--- config.mk ---
export PLATFORM = sky130hd
export DESIGN_NAME = comparador_bcd_serial
export DESIGN_NICKNAME = d
export VERILOG_FILES = /design/src/rtl/comparador_bcd_serial_pkg.sv /design/src/rtl/comparador_bcd_serial_digito.sv /design/src/rtl/comparador_bcd_serial.sv
export SDC_FILE = /design/constraint.sdc
export NUM_CORES = 1
export LEC_CHECK = 0
export ABC_AREA = 0
export BUFFER_PORTS_ARGS = -buffer_cell sky130_fd_sc_hd__buf_2
export CELL_PAD_IN_SITES_DETAIL_PLACEMENT = 1
export CELL_PAD_IN_SITES_GLOBAL_PLACEMENT = 1
export CORE_ASPECT_RATIO = 0.6
export CORE_MARGIN = 2
export CORE_UTILIZATION = 39
export CTS_CLUSTER_DIAMETER = 50
export DETAILED_ROUTE_END_ITERATION = 12
export HOLD_SLACK_MARGIN = 0.03
export PLACE_DENSITY_LB_ADDON = 0.15
export SYNTH_ARGS = -nofsm -noshare
export SYNTH_HDL_FRONTEND = slang
export SYNTH_HIERARCHICAL = 1
export SYNTH_SLANG_ARGS = --single-unit
--- constraint.sdc ---
create_clock -name i_clk -period 4.05 [get_ports i_clk]
set_clock_uncertainty 0.05 [all_clocks]
set_input_delay 0.405 -clock i_clk [delete_from_list [all_inputs] [get_ports i_clk]]
set_output_delay 0.405 -clock i_clk [all_outputs]
set_load 0.005 [all_outputs]
--- src/rtl/comparador_bcd_serial_pkg.sv ---
// Shared definitions for the serial BCD comparator: state encoding, digit
// geometry and the result-flag bundle.
package comparador_bcd_serial_pkg;

   localparam int          BCD_W   = 4;
   localparam logic [3:0]  BCD_MAX = 4'd9;

   localparam logic [1:0]  ST_IDLE = 2'd0;
   localparam logic [1:0]  ST_CMP  = 2'd1;
   localparam logic [1:0]  ST_FIM  = 2'd2;

   typedef struct packed {
      logic gt;
      logic lt;
      logic eq;
      logic err;
   } flags_t;

   localparam flags_t FLAGS_CLR = '{gt: 1'b0, lt: 1'b0, eq: 1'b0, err: 1'b0};

   function automatic logic digito_valido(input logic [BCD_W-1:0] dig);
      return dig <= BCD_MAX;
   endfunction

endpackage

--- src/rtl/comparador_bcd_serial_digito.sv ---
// Combinational compare of one BCD digit pair; ordering outputs are masked
// whenever either digit is not a legal BCD value.
module comparador_digito_bcd
   import comparador_bcd_serial_pkg::*;
(
   input  logic [BCD_W-1:0] i_dig_a,
   input  logic [BCD_W-1:0] i_dig_b,
   output logic             o_maior,
   output logic             o_menor,
   output logic             o_igual,
   output logic             o_invalido
);

   logic w_invalido;

   assign w_invalido = !digito_valido(i_dig_a) || !digito_valido(i_dig_b);

   assign o_invalido = w_invalido;
   assign o_maior    = !w_invalido && (i_dig_a > i_dig_b);
   assign o_menor    = !w_invalido && (i_dig_a < i_dig_b);
   assign o_igual    = !w_invalido && (i_dig_a == i_dig_b);

endmodule

--- src/rtl/comparador_bcd_serial.sv ---
// Serial packed-BCD magnitude comparator, one digit pair per cycle, most
// significant digit first, with early exit on the first difference or bad digit.
//
// state   | meaning
// --------+-------------------------------------------------------------
// IDLE    | waiting for start; result flags hold the last outcome
// CMP     | comparing latched digit pair at r_idx
// FIM     | one-cycle done pulse, result flags valid
module comparador_bcd_serial
   import comparador_bcd_serial_pkg::*;
#(
   parameter int NDIG = 4
)
(
   input  logic                  i_clk,
   input  logic                  i_rst,
   input  logic                  i_start,
   input  logic [4*NDIG-1:0]     i_a,
   input  logic [4*NDIG-1:0]     i_b,
   output logic                  o_busy,
   output logic                  o_done,
   output logic                  o_gt,
   output logic                  o_lt,
   output logic                  o_eq,
   output logic                  o_err
);

   localparam int IDX_W = (NDIG > 1) ? $clog2(NDIG) : 1;
   localparam logic [IDX_W-1:0] IDX_MSD = IDX_W'(NDIG - 1);

   logic [1:0]          r_state;
   logic [IDX_W-1:0]    r_idx;
   logic [4*NDIG-1:0]   r_a;
   logic [4*NDIG-1:0]   r_b;
   flags_t              r_flags;

   logic [BCD_W-1:0]    w_dig_a;
   logic [BCD_W-1:0]    w_dig_b;
   logic                w_maior;
   logic                w_menor;
   logic                w_igual;
   logic                w_invalido;

   // Index multiplexer feeding the single shared digit comparator.
   always_comb begin
      w_dig_a = '0;
      w_dig_b = '0;
      for (int i = 0; i < NDIG; i++) begin
         if (r_idx == IDX_W'(i)) begin
            w_dig_a = r_a[i*BCD_W +: BCD_W];
            w_dig_b = r_b[i*BCD_W +: BCD_W];
         end
      end
   end

   comparador_digito_bcd u_digito (
      .i_dig_a    (w_dig_a),
      .i_dig_b    (w_dig_b),
      .o_maior    (w_maior),
      .o_menor    (w_menor),
      .o_igual    (w_igual),
      .o_invalido (w_invalido)
   );

   always_ff @(posedge i_clk) begin
      if (i_rst) begin
         r_state <= ST_IDLE;
         r_idx   <= '0;
         r_a     <= '0;
         r_b     <= '0;
         r_flags <= FLAGS_CLR;
      end else begin
         case (r_state)
            ST_IDLE: begin
               if (i_start) begin
                  r_a     <= i_a;
                  r_b     <= i_b;
                  r_idx   <= IDX_MSD;
                  r_flags <= FLAGS_CLR;
                  r_state <= ST_CMP;
               end
            end
            ST_CMP: begin
               if (w_invalido) begin
                  r_flags.err <= 1'b1;
                  r_state     <= ST_FIM;
               end else if (w_maior) begin
                  r_flags.gt  <= 1'b1;
                  r_state     <= ST_FIM;
               end else if (w_menor) begin
                  r_flags.lt  <= 1'b1;
                  r_state     <= ST_FIM;
               end else if (w_igual && (r_idx == '0)) begin
                  r_flags.eq  <= 1'b1;
                  r_state     <= ST_FIM;
               end else begin
                  r_idx       <= r_idx - 1'b1;
               end
            end
            ST_FIM: begin
               r_state <= ST_IDLE;
            end
            default: begin
               r_state <= ST_IDLE;
            end
         endcase
      end
   end

   assign o_busy = (r_state == ST_CMP) || (r_state == ST_FIM);
   assign o_done = (r_state == ST_FIM);
   assign o_gt   = r_flags.gt;
   assign o_lt   = r_flags.lt;
   assign o_eq   = r_flags.eq;
   assign o_err  = r_flags.err;

endmodule

Word level (Yosys, flattened, before mapping). Cells that the tools add are included.

Bits in registers: 40. Bits in latches: 0. Bits in writable memories: 0. Memory bits (read-only): 0. Input bits: 35. Output and inout port bits: 6. Memories kept: 0.

$add $sub $neg: 1. $mul: 0. Div/mod/pow operators: 0. Magnitude comparators: 4. Eq/ne operators: 16. Shift-type cells: 0. Muxes and demuxes: 29. Bitwise gates (word level): 0. Reductions and logical operators: 19.

Operator list (count): two-way mux 4 bit (9); two-way mux 2 bit (11); != test 2 bit (second input constant) (6); AND reduction 6 bit (2); <= comparator 4 bit (second input constant) (2); case mux 2 bit (2 select lines) (2); case mux 4 bit (2 select lines) (1); equality test 2 bit (second input constant) (3); != test 2 x 1 -> 1 bit (second input constant) (3); two-way mux 1 bit (5); != test 5 x 2 -> 1 bit (second input constant) (1); AND reduction 5 bit (1); equality test 2 x 1 -> 1 bit (second input constant) (2); equality test 4 bit (1); greater-than comparator 4 bit (1); logical AND 1 bit (4); logical NOT 2 bit (2); less-than comparator 4 bit (1); AND reduction 2 bit (2); AND reduction 4 bit (1); logical NOT 1 bit (3); two-way mux 3 bit (1); AND reduction 3 bit (1); logical OR 1 bit (2); other kinds (2) (2).

Logic depth before layout (Yosys ltp).
Word-level depth: 16. Mapped depth: 15.

Modules after synthesis. Netlist, hierarchy kept.

Modules (own cells, without submodules): comparador_bcd_serial (times used 1, cells an instance 247, area each 1880.6 µm², sequential area each 800.8 µm²); comparador_digito_bcd (times used 1, cells an instance 18, area each 128.9 µm², sequential area each 0.0 µm²).

Worst setup path before layout. No wires, ideal clock.

Path type: register -> register. From: register r_idx[0]. To: register r_state[0]. Library setup time: 119 ps. Data arrival time: 2847 ps. Data required time: 3881 ps. Path slack: 1034 ps. Cell stages (with the launch flop): 15. Buffers on the path: 2. Period minus slack after synthesis: 3016 ps. Path through: dfxtp_1 > inv_1 > ha_1 > clkbuf_1 > buf_2 > a21oi_1 > a22o_1 > inv_1 > ha_1 > nor2b_1 > o211a_1 > o2111a_1 > nor4b_4 > a21boi_0 > o221a_2.

Elaborated cells between the ends (all ways): 31.

RTL lines: start, declared (RTL line comparador_bcd_serial.sv:32) `logic [IDX_W-1:0] r_idx;`; start signal, assigned (RTL line comparador_bcd_serial.sv:97) `r_idx <= r_idx - 1'b1;`; logical NOT 2 bit (RTL line comparador_bcd_serial.sv:49) `if (r_idx == IDX_W'(i)) begin`; two-way mux 4 bit (3 in series) (RTL line comparador_bcd_serial.sv:49); two-way mux 4 bit (*) (RTL line comparador_bcd_serial.sv:49); named net w_dig_b[1] (RTL line comparador_bcd_serial.sv:38) `logic [BCD_W-1:0] w_dig_b;`; <= comparator 4 bit (RTL line comparador_bcd_serial_pkg.sv:22) `return dig <= BCD_MAX;`; logical NOT 1 bit (RTL line comparador_bcd_serial_digito.sv:16) `assign w_invalido = !digito_valido(i_dig_a) || !digito_valido(i_dig_b);`; logical OR 1 bit (RTL line comparador_bcd_serial_digito.sv:16); logical NOT 1 bit (RTL line comparador_bcd_serial_digito.sv:19) `assign o_maior = !w_invalido && (i_dig_a > i_dig_b);`; logical AND 1 bit (*) (RTL line comparador_bcd_serial_digito.sv:19); named net w_maior (RTL line comparador_bcd_serial.sv:39) `logic w_maior;`; two-way mux 2 bit (RTL line comparador_bcd_serial.sv:87) `end else if (w_maior) begin`; two-way mux 2 bit (RTL line comparador_bcd_serial.sv:84) `if (w_invalido) begin`; case mux 2 bit (2 select lines) (RTL line comparador_bcd_serial.sv:73) `case (r_state)`; end signal, assigned (RTL line comparador_bcd_serial.sv:86) `r_state <= ST_FIM;`; end signal, assigned (RTL line comparador_bcd_serial.sv:89) `r_state <= ST_FIM;`; end signal, assigned (RTL line comparador_bcd_serial.sv:92) `r_state <= ST_FIM;`; end, declared (RTL line comparador_bcd_serial.sv:31) `logic [1:0] r_state;`.

Mark *: on every way through the listed nets, which the timed path passes. The rest lies on a longest branch. A chain may end at the register's enable or synchronous reset.

Final worst setup path.
From: register r_idx[0]. To: register r_idx[1].

Elaborated cells between the ends (all ways): 36.

RTL lines: logical NOT 2 bit (RTL line comparador_bcd_serial.sv:49); two-way mux 4 bit (3 in series) (RTL line comparador_bcd_serial.sv:49); two-way mux 4 bit (*) (RTL line comparador_bcd_serial.sv:49); named net w_dig_a[1] (RTL line comparador_bcd_serial.sv:37) `logic [BCD_W-1:0] w_dig_a;`; <= comparator 4 bit (RTL line comparador_bcd_serial_pkg.sv:22); logical NOT 1 bit (RTL line comparador_bcd_serial_digito.sv:16); logical OR 1 bit (RTL line comparador_bcd_serial_digito.sv:16); logical NOT 1 bit (RTL line comparador_bcd_serial_digito.sv:19); logical AND 1 bit (*) (RTL line comparador_bcd_serial_digito.sv:19); named net w_maior (RTL line comparador_bcd_serial.sv:39); != test 2 bit (no source line) (*); AND reduction 6 bit (no source line) (*).

Mark *: on every way through the listed nets, which the timed path passes. The rest lies on a longest branch. The select of a mux whose other input is x is not followed.

==> results.txt <==
Cell Rows - 20
initial antenna violation count - 0
final worst path period need - 3.52 ns
synth unique cells - 31
Initial DRT Pass Iterations - 4
root buffer cell - clkbuf_8
Clock Path Buffers - 2
drc violations - 0
RSZ-0062 raised after global routing - no
Syn Std Cell Area - 2010 sq um
Yosys warning count - 6
CTS Buf Count - 5
Peak Freq - 0.284 GHz
GPL Wtd Cong - 0.799
fin worst setup slack - 0.532 ns
core area - 5000 sq um
CTS Sinks - 40
Max FO, Critical Path - 16
Post-CTS Hold Buffers - 0
DP HPWL - 3.74 mm
fin. max-slew vios - 0
Crit. End Element - flip-flop
CTS tree - built
Finished Layout Cells - 361
WL/cell - 14.4 um
GR Overflow Total - 0
ys flop type - dfxtp_1
CTS resizes - 0
largest net degree at the start of global routing - 40
Inst Count DP - 353
Horiz. Die Dim - 96.7 um
max_cap viols - 0
VDD IR max - 249 uV
Tightest Hold Check Type - in2reg
final setup fails - 0
Total GRT Usage - 18.9%
Ports - 41
number of synthesized flops with an enable pin - 0
Initial Util - 40.1%
I/O Buffers - 40
post-synthesis sequential area ratio - 39.9%
via/cell ratio - 5.05
pwr dens - 748 nW/um^2
worst endpoint required time - 4.18 ns
Routed Antenna Nets - 0
Cells after Synth - 265
Fin. Hold Viols - 0
total routed wirelength - 5.20 mm
area delta synth->final - 16.1%
CTS clk-pin slew, worst paths - 0.08 ns
via count - 1822
post-CTS setup buffers - 0
Clock Latency Late Sink - 0.29 ns
H-Tree Depth - 2
global-route wire length before repair - 8.66 mm
final net count - 341
Post-synth ARST share - 0%
DR iter-0 viols - 66
syn nets - 312
WS Path Type - reg2reg
pre-CTS WS - 0.695 ns
leakage - 0.000970 uW
flops & latches, synth - 40
Worst Max-Slew Pin Slew - 1.06 ns
vias in the first global route - 1788
Filler cells - 651
Setup TNS - 0 ns
status - complete, no violations
Worst Setup Start Kind - flip-flop
Die Footprint - 5760 sq um
Avg Inst Size Synth - 7.58 sq um
Critical Path AT - 3.65 ns
Tcrit/Tclk final - 86.9%
# diodes - 0
Rel. slew slack - 29.5%
die height - 59.6 um
layout cell share with drive strength beyond 1 - 17.3%
==> cells in the final DEF (no fill, tap or decap), types with 2 or more instances in the layout <==
cell,synthesis,final
nand2_1,77,77
a21oi_1,50,50
buf_2,8,40
dfxtp_1,40,40
inv_1,18,18
o21ai_0,13,13
ha_1,12,12
a22o_1,8,8
clkbuf_8,0,6
a311oi_1,4,4
a211oi_1,4,4
nand2b_1,2,2
a21boi_0,2,2
a31oi_1,2,2
==> critical path, stage by stage (launching register included) <==
cell      delay [ns]
dfxtp_1         0.42
inv_1           0.09
ha_1            0.40
a21oi_1         0.20
o21ai_0         0.12
a22o_1          0.22
ha_1            0.31
nor2b_1         0.14
o211a_1         0.22
o2111a_1        0.31
nor4b_4         0.41
a311oi_1        0.17
a311oi_1        0.35
==> final timing paths <==
kind	from	end	slack (ns)	cells past startpoint
worst max-delay path	r_idx[0]$_SDFFE_PP0P_	r_idx[1]$_SDFFE_PP0P_	0.53	12
worst max register to register	r_idx[0]$_SDFFE_PP0P_	r_idx[1]$_SDFFE_PP0P_	0.53	12
worst min register to register	r_b[11]$_SDFFE_PP0P_	r_b[11]$_SDFFE_PP0P_	0.41	2
worst min-delay path	i_b[1]	r_b[1]$_SDFFE_PP0P_	0.29	3
==> where the power goes <==
part / switching, uW / total, uW / internal [uW]
Combinational: 534 / 861 / 327
Clock: 143 / 345 / 202
Sequential: 61.5 / 539 / 478
==> Yosys cell counts, types with 2 or more instances <==
library cell	number	area, sq um
inv_1	18	67.6
buf_2	8	40.0
a311oi_1	4	35.0
a22o_1	8	70.1
ha_1	12	150
a211oi_1	4	30.0
nand2_1	77	289
nand2b_1	2	12.5
a21oi_1	50	250
clkbuf_1	8	30.0
dfxtp_1	40	801
a21boi_0	2	15.0
a31oi_1	2	12.5
o21ai_0	13	65.1
==> through the flow <==
step	hold slack [ns]	total power [uW]	utilization [%]	area [sq um]
finish	0.291	1750	46.6	2330
global route	0.297	1900	46.6	2330
CTS	0.286	1760	46.6	2330
detailed placement	0.400	1400	44.2	2210
global placement	0.395	1360	44.2	2210
floorplan	0.386	1200	-	2010
==> sequential cells by signal, indices dropped and copies added, names as in the netlist <==
register	flops
o_lt	1
r_a	16
o_gt	1
r_b	16
r_idx	2
r_state	2
o_err	1
o_eq	1
==> kinds of logic after synthesis <==
family	Yosys count	synth area share [%]
AO/OA/AOI/OAI	88	26.0
AND/OR/NAND/NOR	88	18.7
flip-flops	40	39.9
buffers and inverters	36	7.41
adder cells (fa/ha/maj)	12	7.47
multiplexers	1	0.498
==> final cells by class <==
type	count	area, sq um	area share [%]
Timing Repair Buffer	40	200	8.58
Multi-Input combinational cell	189	1060	45.4
Clock buffer	6	82.6	3.54
Sequential cell	40	801	34.3
Tap cell	66	82.6	3.54
Clock inverter	2	38.8	1.66
Inverter	18	67.6	2.90
==> layer usage <==
| metal | vias up | part of all wire [%] | global-route usage [%] |
|---|---|---|---|
| li1 | 949 | - | - |
| met1 | 840 | 55 | 27.7 |
| met2 | 31 | 41 | 28.9 |
| met3 | 2 | 3.6 | 3.66 |
| met4 | 0 | 0.37 | 4.83 |
| met5 | - | 0 | 0 |
No activity file was read; power rests on OpenSTA's default activity.
